File: config.mk
export PLATFORM = sky130hd
export DESIGN_NAME = calc_host
export DESIGN_NICKNAME = d
export VERILOG_FILES = /design/src/rtl/calc_pkg.sv /design/src/rtl/calc_host.sv
export SDC_FILE = /design/constraint.sdc
export NUM_CORES = 1
export LEC_CHECK = 0
export BUFFER_PORTS_ARGS = -buffer_cell sky130_fd_sc_hd__buf_2
export CAP_MARGIN = 5
export CORE_MARGIN = 2
export CORE_UTILIZATION = 35
export DETAILED_ROUTE_END_ITERATION = 7
export HOLD_SLACK_MARGIN = 0.15
export PLACE_DENSITY = 0.66
export SYNTH_ARGS = -nofsm -noshare
export SYNTH_HDL_FRONTEND = slang
export SYNTH_SLANG_ARGS = --single-unit
File: constraint.sdc
create_clock -name clk -period 1.5 [get_ports clk]
set_input_delay 0 -clock clk [delete_from_list [all_inputs] [get_ports clk]]
set_output_delay 0 -clock clk [all_outputs]
set_load 0.02 [all_outputs]
File: src/rtl/calc_pkg.sv
// Shared definitions for the 4-op calculator and its host driver:
// operand width, result-width helpers and host FSM state encodings.
package calc_pkg;

    localparam int CALC_DW = 6;

    localparam logic [1:0] S_IDLE = 2'd0;
    localparam logic [1:0] S_WAIT = 2'd1;
    localparam logic [1:0] S_CAPT = 2'd2;
    localparam logic [1:0] S_RESP = 2'd3;

    function automatic int add_w(input int dw);
        return dw + 1;
    endfunction

    function automatic int mul_w(input int dw);
        return 2 * dw;
    endfunction

endpackage

File: src/rtl/calc_host.sv
// Host-side driver for the registered calculator: accepts one operand pair,
// waits out the calculator latency, captures all four results and returns them.
module calc_host
    import calc_pkg::*;
#(
    parameter int DW       = CALC_DW,
    parameter int CALC_LAT = 1,
    parameter int CW       = 8
) (
    input  logic                  clk,
    input  logic                  rst,
    input  logic                  i_req_valid,
    output logic                  o_req_ready,
    input  logic [DW-1:0]         i_req_a,
    input  logic [DW-1:0]         i_req_b,
    output logic [DW-1:0]         o_calc_data1,
    output logic [DW-1:0]         o_calc_data2,
    input  logic [add_w(DW)-1:0]  i_calc_add,
    input  logic [add_w(DW)-1:0]  i_calc_sub,
    input  logic [mul_w(DW)-1:0]  i_calc_mul,
    input  logic [DW-1:0]         i_calc_div,
    output logic                  o_rsp_valid,
    input  logic                  i_rsp_ready,
    output logic [add_w(DW)-1:0]  o_rsp_add,
    output logic [add_w(DW)-1:0]  o_rsp_sub,
    output logic [mul_w(DW)-1:0]  o_rsp_mul,
    output logic [DW-1:0]         o_rsp_div,
    output logic                  o_rsp_dbz,
    output logic                  o_rsp_neg,
    output logic [CW-1:0]         o_txn_cnt
);

    localparam int LW = $clog2(CALC_LAT + 1);

    logic [1:0]    state;
    logic [LW-1:0] wait_cnt;
    logic          dbz;

    // NOTE: all state below uses non-blocking assignments so each register
    // samples pre-edge values regardless of statement order.
    always_ff @(posedge clk) begin
        if (rst) begin
            state        <= S_IDLE;
            wait_cnt     <= '0;
            dbz          <= 1'b0;
            o_calc_data1 <= '0;
            o_calc_data2 <= '0;
            o_rsp_add    <= '0;
            o_rsp_sub    <= '0;
            o_rsp_mul    <= '0;
            o_rsp_div    <= '0;
            o_rsp_dbz    <= 1'b0;
            o_rsp_neg    <= 1'b0;
            o_txn_cnt    <= '0;
        end else begin
            case (state)
                S_IDLE: begin
                    // Operand registers are only loaded here, so they hold between transactions.
                    if (i_req_valid) begin
                        o_calc_data1 <= i_req_a;
                        o_calc_data2 <= i_req_b;
                        dbz          <= (i_req_b == '0);
                        wait_cnt     <= LW'(CALC_LAT - 1);
                        state        <= S_WAIT;
                    end
                end
                S_WAIT: begin
                    if (wait_cnt == '0) state <= S_CAPT;
                    else                wait_cnt <= wait_cnt - LW'(1);
                end
                S_CAPT: begin
                    o_rsp_add <= i_calc_add;
                    o_rsp_sub <= i_calc_sub;
                    o_rsp_mul <= i_calc_mul;
                    o_rsp_div <= dbz ? '1 : i_calc_div;
                    o_rsp_dbz <= dbz;
                    o_rsp_neg <= i_calc_sub[DW];
                    state     <= S_RESP;
                end
                S_RESP: begin
                    if (i_rsp_ready) begin
                        o_txn_cnt <= o_txn_cnt + CW'(1);
                        state     <= S_IDLE;
                    end
                end
                default: state <= S_IDLE;
            endcase
        end
    end

    assign o_req_ready = (state == S_IDLE);
    assign o_rsp_valid = (state == S_RESP);

endmodule
==> results list, run 1 <==
* Area delta synth->final: 58.2%
- Input and output buffers added on the ports amount to 103.
* Gate Count Post-Synth: 225
- The number of max-slew violations in the final report was 0.
* Number of buffer and inverter instances along the worst setup path: 2
* Syn_area_per_cell: around 9.3 um2
* Sum of net half-perimeters after detailed placement: 3350 um
* Initial antenna violation count: 0
- Crit path launch type: register
- In this run the worst path has a maximum fanout of 4.
- Portion of the clock cycle consumed by the worst path in the final layout: ~100%
- Counting along the longest clock path gives a buffer depth of 2.
* Worst IR Drop VDD: 627 uV
- Summed over all instances, the cell type with the most area after synthesis is dfxtp_1.
* Via count of the first global-routing pass: a little under 2000
- Die area: roughly 6600 um2
- Number of nets still failing antenna checks after routing: 0
* Post-DR vias/cell: 4.64
- Total inserted antenna cells: 0
- Global routing consumed, over all layers together, 16.5% of the routing resources.
- Arrival time worst endpoint: between 1500 and 2000 ps
- Row generation in the floorplan step produced 28 rows.
* Crit-path cells: buf_4, inv_1, ha_2, nor2b_2, or3b_1, a21oi_1
- After clock tree synthesis, the clock-pin slew on the worst setup and hold paths is 90 ps.
- Number of ports placed on the die boundary: ~100
- Most common cell after layout, fill and taps aside: buf_2
* Sequential cell area fraction in the yosys report: between 50 and 60%
- During synthesis, Yosys emitted a total of 0 warnings.
- From left edge to right edge, the die measures slightly above 80 um.
- Number of cells in the design after placement: 395
- Vias post-DR: 2086
- Status: finished clean
- Post-detailed-route wirelength per cell: approximately 12 um
- The worst path in the final design needs a cycle of 1460 ps, including I/O delays and setup.
- Clock latency on the worst-skew pair, taken at its later pin, is 300 ps.
- Setup repair after global routing left no endpoint under its margin.
* Worst Path Required: 1730 ps
- Post-layout instance count excluding filler cells: 450
- Max-Cap Viols: 0
* Worst Min Path Start: o_calc_data2[4]
- The number of clock buffers added by TritonCTS is 5.
- Depth of the CTS H-tree: 2
* Post-Route Setup TNS: 0 ps
- The worst hold path belongs to the class register to register.
- Number of DRC violations after detailed-routing iteration 0: 79
- Capturing element type of the critical path: register
* Starting Density: 35.9%
- For this run, the slowest stage of the critical path takes roughly 360 ps.
* Static Leak: between 0.001 and 0.0015 uW
* RD Place Congestion: 0.756
- At the pin with the least slew margin, the transition time is 337 ps.
* Setup violators final: 0
* Core Footprint: 5850 um2
- Counting distinct cell types in the post-synthesis netlist gives 30.
- Among cell families on the critical path, the largest total delay comes from simple AND/OR/NAND/NOR gates.
* Number of remaining DRC errors: 0
- The worst register-to-register path begins at state[1].
- The die is 81.5 um tall.
- Endpoint with the worst hold slack: o_calc_data2[4]
- Wires add up to 5520 um.
* Power density over cell area: 1480 nW/um2
- Summed instance area of the synthesized netlist: between 2000 and 2500 um2
* Main area contributors after synthesis: dfxtp_1, mux2i_1, nor2_1, nand2_1, a21oi_1
- DR pass1 iterations: 5
* Setup Buffers After CTS: 0
- Syn Nets: ~280
- Clk sink count: 56
- Counting cells, the worst reg-to-reg path comes to 6.
- Global-route wire length before repair: 8490 um
* Maximum achievable frequency: 686 MHz
- The number of hold violations in the final report was 0.
* Worst Hold Path Cells: 2
* Start-to-end type of the worst setup path: register to register
- Clock tree skew after final layout: 3.32 ps
* Final-stage net count: 427
* Reg-to-reg slack, setup: 40 ps
- Layout cells sized above 1: 34.1%
- Clock tree synthesis selected as its root buffer the cell clkbuf_8.
- Entering global routing, the biggest net connects 57 pins.
- In the layout the commonest cells are buf_2, dfxtp_1, dlygate4sd3_1, nor2_1, nand2_1.
- Clock tree from TritonCTS: built
- Post-synthesis sequential element count: 56
- Worst max-slew margin expressed relative to the limit: between 70% and 80%
* Critical-path top delay cell: dfxtp_2
* Capturing point of the worst reg2reg path: state[1]
- The total overflow left after global routing is 0.
* Share of Yosys cell area claimed by the top area cell type: 53.3%
[worst register-to-register path: cells and delay by family, from the launching register on]
kind,cells,cell delay (ps)
and+or+nand+nor,2,530
adders and majority gates,1,190
AOI/OAI and AO/OA,1,140
buffers and inverters,2,170
DFF,1,360
[layout make-up]
cell class / count / area, um2
Fill cell: 536 / 2520
Sequential cell: 56 / 1120
Timing Repair Buffer: 155 / 1050
Multi-Input combinational cell: 152 / 932
Tap cell: 75 / 93.8
Clock buffer: 5 / 68.8
Clock inverter: 3 / 42.5
Inverter: 4 / 15.0
[what timing repair did]
| item | in CTS | in global routing |
|---|---|---|
| endpoints found under the hold margin | 55 | 0 |
| resized for setup | 0 | 8 |
| hold buffers | 47 | 0 |
| endpoints found under the setup margin | 0 | 12 |
[sequential cells by signal, indices dropped and copies added (netlist names)]
name,cells
dbz,1
o_calc_data1,6
o_calc_data2,6
o_rsp_add,7
o_rsp_dbz,1
o_rsp_div,6
o_rsp_mul,12
o_rsp_sub,7
o_txn_cnt,8
state,2
[Yosys cell counts]
cell type and n:
nand4_1 2, dfxtp_1 56, mux2i_1 27, nor2_1 36, and2b_2 1, nand4_2 1
nand2_1 29, o31ai_1 2, or3b_1 1, buf_2 4, a21oi_1 20, or4_1 2
xor2_1 1, and2_1 1, or3_1 2, nand3_1 4, ha_1 5, nor2b_1 1
nand2b_1 1, o21a_1 1, or3_2 1, nor3_1 1, o21ai_0 4, o22ai_1 6
buf_1 3, nor4_1 2, clkbuf_1 5, xnor2_1 1, inv_1 4, buf_4 1
[worst max path at each step]
stage | startpoint | endpoint | slack [ps] | cells after the start
3_5_place_dp | state[0] | o_txn_cnt[5] | 50 | 4
2_1_floorplan | state[1] | o_txn_cnt[5] | 20 | 4
5_1_grt | state[0] | o_rsp_mul[2] | 7 | 5
6_report | state[1] | state[1] | 40 | 6
3_3_place_gp | state[0] | o_txn_cnt[7] | 100 | 4
4_1_cts | state[0] | o_txn_cnt[5] | 30 | 4
[stage by stage]
step	hold WS, ps	worst slack [ps]	util, %	total power (uW)	instance area, um2
4_1_cts	453	29.8	56.5	4920	3300
3_5_place_dp	245	51.8	46.5	3840	2720
2_1_floorplan	136	20.8	-	3240	2100
6_report	459	41.3	56.8	4930	3330
5_1_grt	477	7.26	56.8	5230	3330
3_3_place_gp	231	104	46.5	3800	2720
[routing by layer]
| metal | wire (um) | vias to the layer above | GRT usage [%] |
|---|---|---|---|
| met4 | 48 | 0 | 4.58 |
| met3 | 356 | 5 | 4.18 |
| li1 | - | 1055 | - |
| met5 | 0 | - | 0 |
| met2 | 2870 | 71 | 31.3 |
| met1 | 2250 | 955 | 18.0 |
[logic make-up after synthesis]
logic type | share of synthesized area, %
AO/OA/AOI/OAI | 8.57
XOR/XNOR | 0.833
adder cells (fa/ha/maj) | 2.98
buffers and inverters | 3.45
flip-flops | 53.3
multiplexers | 12.9
AND/OR/NAND/NOR | 18.0
[power by group]
group,leakage [uW],internal [uW],switching [uW]
clock,0.0000541,494,473
sequential,0.000456,1790,160
combinational,0.000986,862,1140
total,0.00150,3150,1780
Note: power is estimated with default switching activity, not from simulation.
==> inputs of run 2 (changes only) <==
PLACE_DENSITY = unset   (was 0.66)
clock period = 1.8 ns   (was 1.5 ns; I/O delays follow)
==> run 2 against run 1 <==
  * Register-to-register slack gained 80 ps
  * Largest cell class unchanged
  * Clock power shrank 11%
  * Fmax shrank 13%
  * Via count shrank 0.24%
  * Critical endpoint is now o_rsp_div[5]
  * Final cell count grew 0.67%
  * Critical path type unchanged
  * Setup slack gained 77 ps
  * Highest routed layer unchanged
  * Clock skew grew 1.3 ps
==> results list, run 2 (synthesized netlist as in run 1, its figures left out) <==
- Status: finished clean
- CTS buffer count: 5
* Static Leak: 0.00153 uW
- Remaining global-route overflow: 0
- Starting Density: 35.9%
- Area delta synth->final: 59.8%
- Detailed Route WL: 5390 um
- Most common cell after layout, fill and taps aside: buf_2
- The register with the most flip-flops in the final layout is o_rsp_mul.
* Later-pin clock latency in the skew report: a little over 300 ps
- Post-Route Setup TNS: 0 ps
- Registers take 1120 um2.
- GR Util met2: between 30 and 40%
- The register with the most flip-flops in the layout has 12 of them.
* Post-DR vias/cell: 4.59
- Root Buffer Master: clkbuf_8
* Clock transition at path regs: 100 ps
* Depth of the CTS H-tree: 2
* Actual slew at the worst max-slew pin: 466 ps
- Clock Path Buffers: 2
- Of all nets on the critical path, the largest fanout is 26.
- For the finished layout, the period the worst path requires is between 1500 and 2000 ps.
- The largest individual stage delay along the critical path comes from the cell dlygate4sd3_1.
- Pin count of the biggest net entering global routing: 57
- met2 is the most crowded layer.
- In the finished design, the share of the clock period the worst path needs comes to 93.4%.
* Max-Cap Viols: 0
- The floorplan has 28 rows.
- In the post-route analysis, the smallest setup slack over all paths is 118 ps.
- Global Route Usage Sum: 16.4%
- Setup repair after global routing left no endpoint under its margin.
* Power density over cell area: 1240 nW/um2
- Worst Path Required: between 2000 and 2500 ps
- Endpoint with the worst hold slack: o_rsp_mul[2]
* Number of buffer and inverter instances along the worst setup path: 3
- Global-route wire length before repair: 8410 um
* Worst Min Path Start: i_calc_mul[2]
* Delay-heaviest family, CP: buffers and inverters
- Number of remaining DRC errors: 0
- Worst max-slew margin expressed relative to the limit: 68.8%
- Timing analysis after detailed placement gives a worst setup slack of 247 ps.
* Worst Hold Path Cells: 4
- Post-layout instance count excluding filler cells: 453
- Routability-driven placement finished with a final weighted congestion of 0.770.
- The detailed router finished its first iteration with 82 violations.
- Overall die width: around 81 um
* Final-stage net count: 430
- Setup Buffers After CTS: 0
* DP Area: between 2000 and 3000 um2
* Met3 Track Usage GR: between 3 and 4%
- Fill cells: 521
* Path depth of the worst reg2reg path: 6
- Capturing element type of the critical path: register
* Kind of path behind the tightest hold check: primary input to register
* RR Startpoint: state[0]
- Clock tree skew after final layout: 4.63 ps
- Reg-to-reg slack, setup: between 100 and 150 ps
* Summed area of non-filler cells in the final layout: between 3000 and 4000 um2
- Post-detailed-route wirelength per cell: 11.9 um
* Arrival time worst endpoint: 1890 ps
* Start-to-end type of the worst setup path: register to register
- Critical Path Max Stage Delay: 550 ps
* Registers with the most flip-flops: o_rsp_mul x12, o_txn_cnt x8
* Crit-path cells: inv_2, ha_4, buf_12, o22ai_1, nor2_1, dlygate4sd3_1
- Top library cells by usage in the layout, fill and taps aside: buf_2, dfxtp_1, dlygate4sd3_1, nor2_1, nand2_1
* Number of cells in the design after placement: 393
- Clock tree from TritonCTS: built
- Worst IR Drop VDD: between 600 and 700 uV
* Crit path launch type: register
- The number of max-slew violations in the final report came to 0.
- Total area of multi-input combinational cells: 923 um2
- The repair_antennas step left the layout with diodes totalling 0.
- Vias post-DR: 2081
- Number of nets still failing antenna checks after routing: 0
- Setup violations remaining at the end of the flow were counted as 0.
* Sum of net half-perimeters after detailed placement: 3390 um
* Final hold violations: 0
* DR pass1 iterations: 4
- From bottom edge to top edge, the die measures 81.5 um.
* Die area: around 6600 um2
- Number of ports placed on the die boundary: 104
- In this run the tool buffered the top-level ports with 103 buffer cells.
* Met1 global-route usage: 17.6%
- In the final layout, the share of cells above drive strength 1 is 31.7%.
- Via count of the first global-routing pass: 1941
- The worst register-to-register path ends at o_rsp_div[5].
- Maximum achievable frequency: 595 MHz
- Core Footprint: 5850 um2
- Clk sink count: 56
* Initial antenna violation count: 0
## run 2: tightest hold or removal path, stage by stage
cell,delay (ps)
dlygate4sd3_1,510
buf_2,90
mux2i_1,50
nor2_1,70
## run 2: timing repair
item / in CTS / in global routing
hold buffers: 52 / 0
gates resized for setup: 0 / 3
endpoints found under the hold margin: 55 / 0
setup endpoints to repair: 0 / 5
## run 2: layer usage
layer | vias up | share of wire, % | wire length [um]
met5 | - | 0 | 0
met4 | 0 | 1.7 | 91
met3 | 8 | 4.6 | 248
met2 | 60 | 51 | 2740
met1 | 948 | 43 | 2300
li1 | 1065 | - | -
## run 2: final cells by class
class,count,area share (%)
Clock inverter,2,1.15
Inverter,4,0.447
Tap cell,75,2.79
Clock buffer,6,2.46
Timing Repair Buffer,158,32.3
Sequential cell,56,33.4
Multi-Input combinational cell,152,27.5
## run 2: worst max-delay path by stage
| stage | startpoint | end | slack (ps) | cells after the start |
|---|---|---|---|---|
| floorplan | state[1] | o_txn_cnt[5] | 230 | 4 |
| global placement | state[1] | o_txn_cnt[5] | 310 | 4 |
| detailed placement | state[1] | o_txn_cnt[5] | 250 | 4 |
| CTS | state[0] | o_rsp_div[2] | 10 | 6 |
| global route | state[1] | o_txn_cnt[5] | 10 | 4 |
| finish | state[0] | o_rsp_div[5] | 120 | 6 |
## run 2: metrics by stage
step | hold slack (ps) | utilization [%] | power, uW
3_5_place_dp | 242 | 46.2 | 3170
5_1_grt | 470 | 57.4 | 4420
2_1_floorplan | 136 | - | 2700
4_1_cts | 443 | 57.2 | 4180
3_3_place_gp | 231 | 46.2 | 3140
6_report | 454 | 57.4 | 4170
## run 2: where the power goes
| part | leakage (uW) | internal (uW) | switching [uW] |
|---|---|---|---|
| registers | 0.000455 | 1490 | 131 |
| logic | 0.00101 | 736 | 949 |
| clock network | 0.0000614 | 455 | 406 |
| total | 0.00153 | 2680 | 1490 |
==> inputs of run 3 (changes only) <==
CTS_CLUSTER_SIZE = 30   (was unset)
RECOVER_POWER = 25   (was unset)
==> run 3 against run 2 <==
  * Critical path type unchanged
  * Total power shrank 0.76%
  * Final area fell by 1.0%
  * Critical path depth unchanged
  * Largest cell class unchanged
  * Clock skew rose by 0.63 ps
  * Utilization fell by 0.60 points
  * Via count decreased by 0.58%
  * Die area unchanged
  * Sequential power about the same
  * Global-route usage unchanged
==> results list, run 3 (synthesized netlist as in run 1, its figures left out) <==
- The repair_antennas step left the layout with diodes totalling 0.
- Layout cells sized above 1: 24.3%
- Sum of net half-perimeters after detailed placement: 3390 um
- Net switching is a little over a third of the power.
* Number of buffer and inverter instances along the worst setup path: 3
- The clock tree synthesis step divided the H-tree into 2 levels.
- Worst Path Required: 2010 ps
* Post-Route Setup TNS: 0 ps
- In the finished design, the share of the clock period the worst path needs comes to 93.4%.
- Internal Power: 2640 uW
- In this run the post-CTS setup repair buffer count came out at 0.
* Register bank with the most flops: o_rsp_mul
- CTS saw 56 sinks.
- For this run, the post-layout net count is 430.
- The worst path meets setup with roughly 120 ps of slack.
- Crit path launch type: register
- Counting the buffers created by CTS gives 5.
- Worst slack at placement: 247 ps
- TritonCTS built the clock tree.
- Per report_power, the sequential group accounts for 39.3% of the total.
* Post-DR vias/cell: ~4.6
- Initial antenna violation count: 0
- The initialized floorplan defines 28 standard-cell rows.
- Area delta synth->final: 58.1%
* Max-Cap Viols: 0
* Core Footprint: around 5900 um2
- Post-detailed-route wirelength per cell: 11.9 um
- For this run, design rule violations remaining after detail routing come to 0.
* Critical Path Max Stage Delay: 550 ps
- Remaining global-route overflow: 0
- The detailed router finished its first iteration with 80 violations.
- VDD sags by at most approximately 660 uV.
* Start-to-end type of the worst setup path: register to register
- Status: finished clean
- For this configuration, the core starts out at a cell density of between 30% and 40%.
* Worst max-slew margin expressed relative to the limit: a little under 70%
* Arrival time worst endpoint: between 1500 and 2000 ps
* Delay-heaviest family, CP: buffers and inverters
- The first global-routing pass estimated 8410 um of wire.
- In this run the remaining antenna-violating nets after routing total 0.
- For this design the total switching power over the nets is between 1000 and 1500 uW.
- Vert. Die Dim: 81.5 um
- Top library cells by usage in the layout, fill and taps aside: buf_2, dfxtp_1, dlygate4sd3_1, nor2_1, nand2_1
- Unrepaired setup endpoints after global routing: false
- The worst hold path belongs to the class primary input to register.
* IO Port Bufs: 103
* Crit-path cells: inv_2, ha_4, buf_12, o22ai_1, nor2_1, dlygate4sd3_1
* Static Leak: approximately 0.0014 uW
* Global Route Usage Sum: around 16%
* Number of ports placed on the die boundary: 104
- Overall die width: 81.5 um
* Registers with the most flip-flops: o_rsp_mul x12, o_txn_cnt x8
* RD Place Congestion: 0.770
* Power density over cell area: approximately 1200 nW/um2
- The clock arrives with between 5 and 6 ps of skew.
* Pin count of the biggest net entering global routing: 57
- Hold timing on the final database bottoms out at a slack of 456 ps.
- Capturing element type of the critical path: register
- Root Buffer Master: clkbuf_8
- Crit path max fanout: 26
- Fill cells: 544
* Via count of the first global-routing pass: between 1500 and 2000
- The first detailed-routing pass ran for 4 iterations.
* Later-pin clock latency in the skew report: 310 ps
* Comb power frac: between 30% and 40%
- Detailed Route WL: 5410 um
- Actual slew at the worst max-slew pin: between 400 and 500 ps
- Clock Path Buffers: 2
- Maximum achievable frequency: 595 MHz
- The number of hold violations in the final report is 0.
* Clock network fraction of total power: 20.9%
- Setup violations remaining at the end of the flow were counted as 0.
- Clock transition at path regs: 100 ps
* Flip-flop count of the largest register after layout: 12
* Die area: 6640 um2
- Most common cell after layout, fill and taps aside: buf_2
- Vias post-DR: 2069
- For this design, the slowest cell found on the critical path is dlygate4sd3_1.
- Number of max-slew violations in the final report: 0
- The routed design could run at a clock period as short as 1680 ps.
[run 3: cell count changes in the layout (fill, tap and decap cells not counted), sizes merged]
cell,previous run,this run
buf,106,78
clkbuf,6,34
[run 3: worst paths after layout]
kind                                 startpoint               to  slack (ps)  cells after the start
worst max register to register         state[0]     o_rsp_div[5]         120                      6
worst min register to register  o_calc_data1[0]  o_calc_data1[0]         460                      2
worst min-delay path              i_calc_sub[3]     o_rsp_sub[3]         460                      4
worst max-delay path                   state[0]     o_rsp_div[5]         120                      6
[run 3: cell type report]
type	count	area (um2)	area share (%)
sequential	56	1120	33.7
tap	75	93.8	2.82
clock buffer	6	82.6	2.48
clock inverter	2	38.8	1.17
inverter	4	15.0	0.452
multi-input combinational	152	923	27.8
timing repair buffer	158	1050	31.6
[run 3: worst register-to-register path, delay by kind of cell, from the launching register on]
family | cells | cell delay (ps)
adders and majority gates | 1 | 190
AOI/OAI and AO/OA | 1 | 190
buffers and inverters | 3 | 790
DFF | 1 | 360
and+or+nand+nor | 1 | 50
[run 3: what timing repair did]
action	4_1_cts	5_1_grt
endpoints found under the setup margin	0	5
resized for setup	0	3
hold buffers	52	0
endpoints found under the hold margin	55	0
[run 3: power groups by stage]
stage,Sequential [uW],Combinational [uW],Clock (uW)
global route,1650,1800,935
global placement,1630,1510,0
detailed placement,1640,1530,0
finish,1630,1650,864
CTS,1610,1670,895
floorplan,1920,782,0
[run 3: routing by layer]
layer | part of all wire (%) | GRT usage, % | routed length, um
met5 | 0 | 0 | 0
met4 | 1.7 | 6.61 | 91
met3 | 4.4 | 3.74 | 240
met2 | 51 | 30.7 | 2770
met1 | 43 | 17.6 | 2310
[run 3: metrics by stage]
step	std cells	total power, uW	util [%]	cell area, um2
detailed placement	393	3170	46.2	2700
global route	453	4390	56.8	3320
CTS	453	4180	57.2	3350
finish	453	4140	56.8	3320
global placement	393	3140	46.2	2700
floorplan	225	2700	-	2100
